## src/rtl/decoder_pkg.sv

```systemverilog
// decoder_pkg: shared state type, hold default and index-to-pattern decode for onehot_decoder_hold.
package decoder_pkg;
    typedef enum logic {IDLE, ACTIVE} dec_state_t;
    localparam int DEC_HOLD_DEFAULT = 2;
    localparam int DEC_MAX_N = 64;
    // Callers size-cast the result down to their own N.
    function automatic logic [DEC_MAX_N-1:0] f_decode(input int unsigned idx, input logic thermo);
        logic [DEC_MAX_N-1:0] one;
        one = DEC_MAX_N'(1) << idx;
        return thermo ? (one | (one - DEC_MAX_N'(1))) : one;
    endfunction
endpackage

```

## src/rtl/decoder_hold_counter.sv

```systemverilog
// decoder_hold_counter: loadable down-counter that stops at zero and flags the final hold cycle.
module decoder_hold_counter #(
    parameter int CW = 2
) (
    input  logic          clk,
    input  logic          rst,
    input  logic          load,
    input  logic [CW-1:0] load_val,
    output logic          last
);
    logic [CW-1:0] cnt;
    always_ff @(posedge clk or posedge rst)
        if (rst) cnt <= '0;
        else if (load) cnt <= load_val;
        else if (cnt != '0) cnt <= cnt - CW'(1);
    assign last = cnt == CW'(1);
endmodule

```

## src/rtl/onehot_decoder_hold.sv

```systemverilog
// onehot_decoder_hold: registered binary-to-one-hot decoder with valid/ready handshake and HOLD-cycle output hold.
// Define ONEHOT_DECODER_THERMO_EN to drive thermometer code out_onehot[k:0] instead of one-hot.
module onehot_decoder_hold import decoder_pkg::*; #(
    parameter int N    = 4,
    parameter int W    = $clog2(N),
    parameter int HOLD = DEC_HOLD_DEFAULT
) (
    input  logic         clk,
    input  logic         rst,
    input  logic         in_valid,
    input  logic [W-1:0] in_idx,
    output logic         in_ready,
    output logic [N-1:0] out_onehot,
    output logic         out_valid,
    output logic         err
);
    localparam int CW = $clog2(HOLD + 1);
    localparam logic [W:0] N_LIM = (W + 1)'(N);
`ifdef ONEHOT_DECODER_THERMO_EN
    localparam logic THERMO = 1'b1;
`else
    localparam logic THERMO = 1'b0;
`endif
    dec_state_t state;
    logic last, xfer, in_range, good;
    logic [N-1:0] dec;
    assign in_ready = state == IDLE || last;
    assign xfer = in_valid && in_ready;
    assign in_range = {1'b0, in_idx} < N_LIM;
    assign good = xfer && in_range;
    assign dec = N'(f_decode(32'(in_idx), THERMO));
    decoder_hold_counter #(.CW(CW)) u_cnt (
        .clk(clk),
        .rst(rst),
        .load(good),
        .load_val(CW'(HOLD)),
        .last(last)
    );
    // An out-of-range transfer only raises err; the hold still winds down normally.
    always_ff @(posedge clk or posedge rst)
        if (rst) begin
            state <= IDLE;
            out_onehot <= '0;
            out_valid <= 1'b0;
            err <= 1'b0;
        end else begin
            err <= xfer && !in_range;
            if (good) begin
                state <= ACTIVE;
                out_onehot <= dec;
                out_valid <= 1'b1;
            end else if (state == ACTIVE && last) begin
                state <= IDLE;
                out_onehot <= '0;
                out_valid <= 1'b0;
            end
        end
endmodule
```

## config.mk

```make
export PLATFORM = sky130hd
export DESIGN_NAME = onehot_decoder_hold
export DESIGN_NICKNAME = d
export VERILOG_FILES = /design/src/rtl/decoder_pkg.sv /design/src/rtl/decoder_hold_counter.sv /design/src/rtl/onehot_decoder_hold.sv
export SDC_FILE = /design/constraint.sdc
export NUM_CORES = 1
export LEC_CHECK = 0
export CAP_MARGIN = 20
export CORE_AREA = 2 2 39 41
export DETAILED_ROUTE_END_ITERATION = 12
export DIE_AREA = 0 0 41 43
export SKIP_LAST_GASP = 1
export SLEW_MARGIN = 10
export SYNTH_ARGS = -nofsm -noshare
export SYNTH_HDL_FRONTEND = slang
export SYNTH_SLANG_ARGS = --single-unit
```

## constraint.sdc

```tcl
create_clock -name clk -period 2.37 [get_ports clk]
set_input_delay 0.237 -clock clk [delete_from_list [all_inputs] [get_ports clk]]
set_output_delay 0.237 -clock clk [all_outputs]
set_load 0.01 [all_outputs]
```

==> results.md, run 1 <==
Outcome:
- The run finished with clean final reports.

STA:
- The final setup skew is 0.00319 ns.
- Setup violations remaining at the end of the flow were counted as 0.
- Dividing the final minimum period by the clock period gives 0.823.
- The number of hold violations in the final report came to 0.
- Final hold analysis gives a worst-case slack of between 0.2 and 0.25 ns.
- The maximum operating frequency is 513 MHz.
- Setup repair after global routing left no endpoint under its margin.
- The number of slew-limit violations in the final report was 0.
- The worst path in the final design needs a cycle of 1.95 ns, including I/O delays and setup.
- The setup total negative slack is 0 ns.

CTS:
- The clock edge transition at the registers on the reported setup and hold paths is ~0.050 ns.
- The post-cts gate resize count is 0.
- Hold repair after CTS inserted 0 buffers.
- The clock tree from TritonCTS is done.
- The number of buffers inserted to repair setup after CTS is 0.
- TritonCTS created 3 clock buffers.
- CTS built an H-tree with a depth of 1.
- The longest clock path from root to sink contains 2 buffers.
- The library cell used as clock root buffer is sky130_fd_sc_hd__clkbuf_4.
- The clock latency reported for the late side of the worst-skew pair is 0.25 ns.
- The number of sinks on the clock net is 7.

Run:
- The number of max-cap violations is 0.

Pwr:
- For this design the static power due to leakage is approximately 0.23 nW.
- The peak supply drop is 0.322 mV.
- The power density over the cells is around 1300 nW/um^2.
- The sum of internal, switching and leakage power is 0.000616 W.

Logic synthesis:
- The number of nets in the synthesized netlist is 37.
- The synthesized area per cell is around 12 sq um.
- The number of synthesized register bits is 7.
- The netlist area before placement is about 350 sq um.
- The cell count after synthesis came out at 30.
- The distinct cell type count of the synthesized netlist is 14.
- The Yosys step of the flow raised 0 warnings.
- For this run, the register share of the synthesized area comes to 0.504.

Cells and area:
- The area growth from synthesis to layout is 36.7%.
- 0 antenna diodes ended up in the layout.
- The number of fillers in the final layout is 145.
- Of the cells placed in the final design, the portion with a size suffix greater than 1 is 0.0714.
- Once layout is complete, the utilization of the core stands at 0.344.
- The final instance area is between 400 and 500 sq um.
- At the end of the flow, the number of nets in the layout was 50.

Setup path:
- The worst setup path is captured at a primary output.
- Traced cell by cell, the critical path runs through inv_1 -> ha_1 -> nand2b_1 -> clkdlybuf4s50_1.
- The setup slack of the most critical reg-to-reg path is about 1.1 ns.
- The startpoint kind of the worst setup timing path is a flop.
- The critical-path cell with the highest stage delay is sky130_fd_sc_hd__clkdlybuf4s50_1.
- The kind of critical path is flop to primary output.
- Of all nets on the critical path, the largest fanout is 8.
- For the worst setup path, the data arrival time is ~1.7 ns.
- The startpoint identified for the worst register-to-register timing path is u_cnt.cnt[0]$_DFFE_PP0P_.
- Data on the critical path is required at its endpoint by approximately 2.1 ns.
- In this design, the stage delay of the slowest critical-path cell is 0.60 ns.
- The endpoint identified for the worst register-to-register timing path is out_onehot[1]$_DFFE_PP0P_.
- Measured in cells, the most critical reg-to-reg path has a length of 3.

Global routing:
- The number of antenna violations at the first check in global routing is 0.
- After global routing the overflow that remains totals 0.
- Across every metal layer, demand over resource in global routing totals 0.0993.
- Entering global routing, the biggest net connects 9 pins.
- The number of global-route vias before repair was 255.
- The first-pass GRT wire length is a little over 1 mm.

Placement:
- The placed instances occupy a cell area of about 450 sq um.
- Once detailed placement completed, the half-perimeter wirelength came to 493 microns.
- Input and output buffers added on the ports amount to 10.
- At the end of routability-driven placement, the weighted congestion stood at roughly 0.64.

Route:
- After detailed routing, the average wire length per cell comes to about 11 microns.
- The detailed-router iteration count before antenna repair is 2.
- For this block, the routed nets add up to 623 microns of wire.
- In this run, the number of DRC markers left after iteration 0 of detailed routing was 4.
- After detailed routing, the number of vias per cell comes to about 4.4.
- For this run, design rule violations remaining after detail routing come to 0.
- The number of routed nets with antenna violations is 0.
- The total via count after detailed routing is approximately 250.

Floorplan:
- The die is roughly 43 microns tall.
- The core region is approximately 1400 sq um.
- The site row count is 14.
- The overall die area is about 1800 sq um.
- The number of primary I/O pins is 12.
- The die extent in x is approximately 41 microns.
- The initial utilization of the core area, before any placement, comes to 0.251.

Hold path:
- The class of the most critical hold timing path is input pin to asynchronous set/reset pin.
==> synth_stat cells <==
| library cell | instances | area [sq um] |
|---|---|---|
| sky130_fd_sc_hd__dfrtp_1 | 7 | 175 |
| sky130_fd_sc_hd__buf_6 | 1 | 11.3 |
| sky130_fd_sc_hd__conb_1 | 1 | 3.75 |
| sky130_fd_sc_hd__a21oi_1 | 1 | 5.00 |
| sky130_fd_sc_hd__mux2i_1 | 1 | 10.0 |
| sky130_fd_sc_hd__a32o_1 | 4 | 40.0 |
| sky130_fd_sc_hd__buf_4 | 1 | 7.51 |
| sky130_fd_sc_hd__nor2b_1 | 1 | 6.26 |
| sky130_fd_sc_hd__xor2_1 | 1 | 8.76 |
| sky130_fd_sc_hd__inv_1 | 4 | 15.0 |
| sky130_fd_sc_hd__and2_1 | 1 | 6.26 |
| sky130_fd_sc_hd__nand2b_1 | 4 | 25.0 |
| sky130_fd_sc_hd__a22o_1 | 1 | 8.76 |
| sky130_fd_sc_hd__ha_1 | 2 | 25.0 |
==> routing by layer <==
metal | wire (microns) | vias to the layer above | track usage
li1 | - | 124 | -
met1 | 270 | 121 | 0.119
met2 | 305 | 7 | 0.109
met3 | 37 | 2 | 0.0471
met4 | 9 | 0 | 0.120
met5 | 0 | - | 0
==> layout by cell type, fill, tap and decap left out, drive strengths merged <==
cell type / count
dfrtp: 7
nor2b: 1
a32o: 4
a21oi: 1
nand2b: 4
xor2: 1
clkbuf: 4
and2: 1
inv: 4
ha: 2
mux2i: 1
clkdlybuf4s50: 10
conb: 1
a22o: 1
==> area by class of cell <==
cell class / instances / area [sq um] / share of cell area
clock buffer: 4 / 26.3 / 0.0553
inverter: 4 / 15.0 / 0.0316
multi-input combinational: 17 / 139 / 0.292
sequential: 7 / 175 / 0.368
tap: 16 / 20.0 / 0.0421
timing repair buffer: 10 / 100 / 0.211
==> power by group <==
part           switching, W  leakage, nW  internal (W)
sequential        0.0000336       0.0860      0.000176
combinational      0.000130        0.124      0.000166
clock             0.0000453       0.0150     0.0000643
total              0.000209        0.225      0.000407
==> registers in the layout, indices dropped and copies added (netlist names) <==
name        count
out_onehot      4
u_cnt.cnt       2
state           1
==> cell families (layout without fill, tap and decap cells) <==
kind of cell | after synthesis | in the layout | share of synthesized area
AO/OA/AOI/OAI | 6 | 6 | 0.155
adder cells (fa/ha/maj) | 2 | 2 | 0.0719
buffers and inverters | 6 | 18 | 0.0971
XOR/XNOR | 1 | 1 | 0.0252
flip-flops | 7 | 7 | 0.504
other | 1 | 1 | 0.0108
AND/OR/NAND/NOR | 6 | 6 | 0.108
multiplexers | 1 | 1 | 0.0288
==> critical path, delay by kind of cell (launching register included) <==
kind / cells / cell delay (ns)
flops: 1 / 0.37
fa+ha+maj: 1 / 0.15
simple gates: 1 / 0.28
buf+inv: 2 / 0.67
==> worst max-delay path by stage <==
stage,startpoint,to,slack [ns]
after detailed placement,u_cnt.cnt[1]$_DFFE_PP0P_,in_ready,0.68
after CTS,u_cnt.cnt[1]$_DFFE_PP0P_,in_ready,0.40
after floorplan,u_cnt.cnt[0]$_DFFE_PP0P_,out_onehot[0]$_DFFE_PP0P_,1.16
after global placement,u_cnt.cnt[1]$_DFFE_PP0P_,in_ready,0.70
final,u_cnt.cnt[1]$_DFFE_PP0P_,in_ready,0.42
after global routing,u_cnt.cnt[1]$_DFFE_PP0P_,in_ready,0.29
==> through the flow <==
stage                     setup WS (ns)  instances
after detailed placement          0.684         54
after floorplan                    1.16         30
after global placement            0.700         54
after global routing              0.288         58
after CTS                         0.403         58
final                             0.419         58
Power figures use the tool's default switching activity.
==> run 2: changes to the inputs <==
- clock period: 2.37 -> 1.8 ns (I/O delays scaled with it)
==> run 2 against run 1 <==
  * Cell count up 1.7%
  * Critical path depth shrank 1
  * Register-to-register slack lost 0.58 ns
  * Global-route usage is 0.31 points lower
  * Clock power up 28%
  * Setup slack got worse by 0.32 ns
  * Utilization increased by 0.54 points
  * Clock skew grew 0.00052 ns
  * Cell area rose by 1.6%
  * Sequential cell count stayed put
  * Largest power group unchanged
==> results.md, run 2 (synthesis results as in run 1) <==
Global routing:
- The number of global-route vias before repair is 247 (-3.1%).
- The global routing usage summed across all routing layers is 0.0962 (-0.00314).
- The largest net degree at the start of global routing is 8 (-1).
- The overflow left after global routing is 0 (unchanged).
- The number of antenna violations at the first check in global routing is 0 (unchanged).
- The first-pass GRT wire length was 1.00 mm (-3.4%).

Cells and area:
- The fraction of final layout cells with drive strength greater than 1 is 0.0930 (+0.0216).
- The register with the most flip-flops in the final layout is out_onehot.
- The top cell types in the final layout, fill and taps aside, are 10 x sky130_fd_sc_hd__clkdlybuf4s50_1, 7 x sky130_fd_sc_hd__dfrtp_1, 4 x sky130_fd_sc_hd__nand2b_1, 4 x sky130_fd_sc_hd__a32o_1, 4 x sky130_fd_sc_hd__inv_1.
- The largest registers in the layout are out_onehot x4, u_cnt.cnt x2, state x1.
- The number of flip-flops in the largest register came to 4 (unchanged).
- The most common cell after layout, fill and taps aside is sky130_fd_sc_hd__clkdlybuf4s50_1.
- The number of inserted diodes came to 0 (unchanged).
- The final instance area came to 483 sq um (+1.6%).
- The number of nets in the layout came to 51 (+2.0%).
- The relative area change from synthesis to final layout is 38.8%.

STA:
- Dividing the final minimum period by the clock period gives 0.943.
- The final setup skew is 0.00372 ns (+0.000523 ns).
- The final worst slack came to 0.103 ns (-0.316 ns).
- After layout, the minimum clock period comes to 1.70 ns.
- The setup total negative slack is 0 ns (unchanged).
- The setup violation total in the final timing report was 0 (unchanged).
- Setup repair after global routing left no endpoint under its margin.
- The maximum operating frequency is between 500 and 600 MHz.
- The number of slew-limit violations in the final report is 0 (unchanged).
- The number of hold violations in the final report is 0 (unchanged).

Floorplan:
- The vertical die dimension is 43 microns (unchanged).
- The number of primary I/O pins was 12 (unchanged).
- The site row count is 14 (unchanged).
- The total core area is 1380 sq um (unchanged).
- The die extent in x was 41 microns (unchanged).
- The overall die area is 1760 sq um (unchanged).
- The initial core utilization is 0.251 (unchanged).

Setup path:
- The critical path data required time came to 1.62 ns (-0.51 ns).
- The worst setup path is launched from a flop.
- The kind of capture point of the worst setup path is a primary output.
- The critical path arrival came to 1.52 ns (-0.19 ns).
- The top fanout value on the critical path is 3 (-5).
- The setup slack of the most critical reg-to-reg path was 0.48 ns (-0.58 ns).
- The critical path is of the flop to primary output type.
- The worst-case reg-to-reg path depth is 4 (+1).

CTS:
- The number of buffers inserted to repair setup after CTS is 0 (unchanged).
- The number of clock buffers inserted by TritonCTS is 3 (unchanged).
- The H-tree depth is 1 (unchanged).
- In this run the clock root is driven by a sky130_fd_sc_hd__clkbuf_4.
- The number of sinks on the clock net was 7 (unchanged).
- The post-cts gate resize count is 0 (unchanged).
- The clock edge transition at the registers on the reported setup and hold paths is 0.05 ns (about the same).
- The number of buffers inserted for hold repair after clock tree synthesis was 0 (unchanged).
- The buffer levels on the longest clock path is 2 (unchanged).
- The clock latency reported for the late side of the worst-skew pair is 0.25 ns (about the same).
- The clock tree from TritonCTS is done.

Route:
- The final wirelength is 660 microns (+5.9%).
- The number of routed nets with antenna violations was 0 (unchanged).
- The detailed-router iteration count before antenna repair is 1 (-1).
- The final routed wire length divided by cell count is 11.2 microns (+4.1%).
- The remaining design rule violation count came to 0 (unchanged).
- The total via count after detailed routing is 256 (+0.79%).
- The number of design-rule violations left by the first detailed-router iteration is 0 (-4).
- The average via count per standard cell came to 4.34 (-0.92%).

Hold path:
- The min-delay analysis places its worst path in the category input pin to asynchronous set/reset pin.

Placement:
- The placed cell area was 457 sq um (+1.7%).
- The global placer's final weighted congestion is 0.704 (+11%).
- The number of I/O port buffers is 10 (unchanged).
- The worst setup slack before clock tree synthesis is 0.359 ns (-0.326 ns).

Pwr:
- The power density over the cells is 1720 nW/um^2 (+33%).
- The peak supply drop was 0.574 mV (+78%).
- The static leakage came to 0.230 nW (+2.3%).

Run:
- The number of max-cap violations is 0 (unchanged).

Outcome:
- The flow ran to the end, and the final reports show no timing, DRC or antenna violations.
==> run 2: metrics by stage <==
step                       util  cells  power [W]  hold WS [ns]
after floorplan               -     30   0.000526       -0.0166
after global placement    0.330     55   0.000686         0.434
after detailed placement  0.330     55   0.000699         0.432
after CTS                 0.349     59   0.000846         0.166
after global routing      0.349     59   0.000908         0.185
final                     0.349     59   0.000833         0.160
==> run 2: worst paths after layout <==
| check | from | endpoint |
|---|---|---|
| min | rst | out_onehot[1]$_DFFE_PP0P_ |
| max in group asynchronous | rst | out_onehot[2]$_DFFE_PP0P_ |
| max reg2reg | u_cnt.cnt[0]$_DFFE_PP0P_ | out_onehot[3]$_DFFE_PP0P_ |
| min in group clk | out_onehot[0]$_DFFE_PP0P_ | out_onehot[0]$_DFFE_PP0P_ |
| min reg2reg | out_onehot[0]$_DFFE_PP0P_ | out_onehot[0]$_DFFE_PP0P_ |
| max | u_cnt.cnt[0]$_DFFE_PP0P_ | in_ready |
==> run 2: layout make-up <==
cell class | instances | area [sq um]
Inverter | 4 | 15.0
Clock buffer | 4 | 26.3
Sequential cell | 7 | 175
Tap cell | 16 | 20.0
Fill cell | 154 | 901
Multi-Input combinational cell | 17 | 139
Timing Repair Buffer | 11 | 108
==> run 2: report_power, final <==
part	internal, W	total, W	switching [W]
clock network	0.0000845	0.000141	0.0000568
logic	0.000236	0.000414	0.000178
registers	0.000232	0.000277	0.0000457
==> run 2: layer usage <==
| layer | vias up | share of wire | track usage |
|---|---|---|---|
| li1 | 126 | - | - |
| met1 | 120 | 0.42 | 0.106 |
| met2 | 8 | 0.48 | 0.113 |
| met3 | 2 | 0.085 | 0.0942 |
| met4 | 0 | 0.014 | 0.0600 |
| met5 | - | 0 | 0 |
==> run 2: critical path, stage by stage (launching register included) <==
cell and delay [ns]:
sky130_fd_sc_hd__dfrtp_1 0.41, sky130_fd_sc_hd__ha_1 0.22, sky130_fd_sc_hd__nand2b_1 0.16, sky130_fd_sc_hd__clkdlybuf4s50_1 0.48
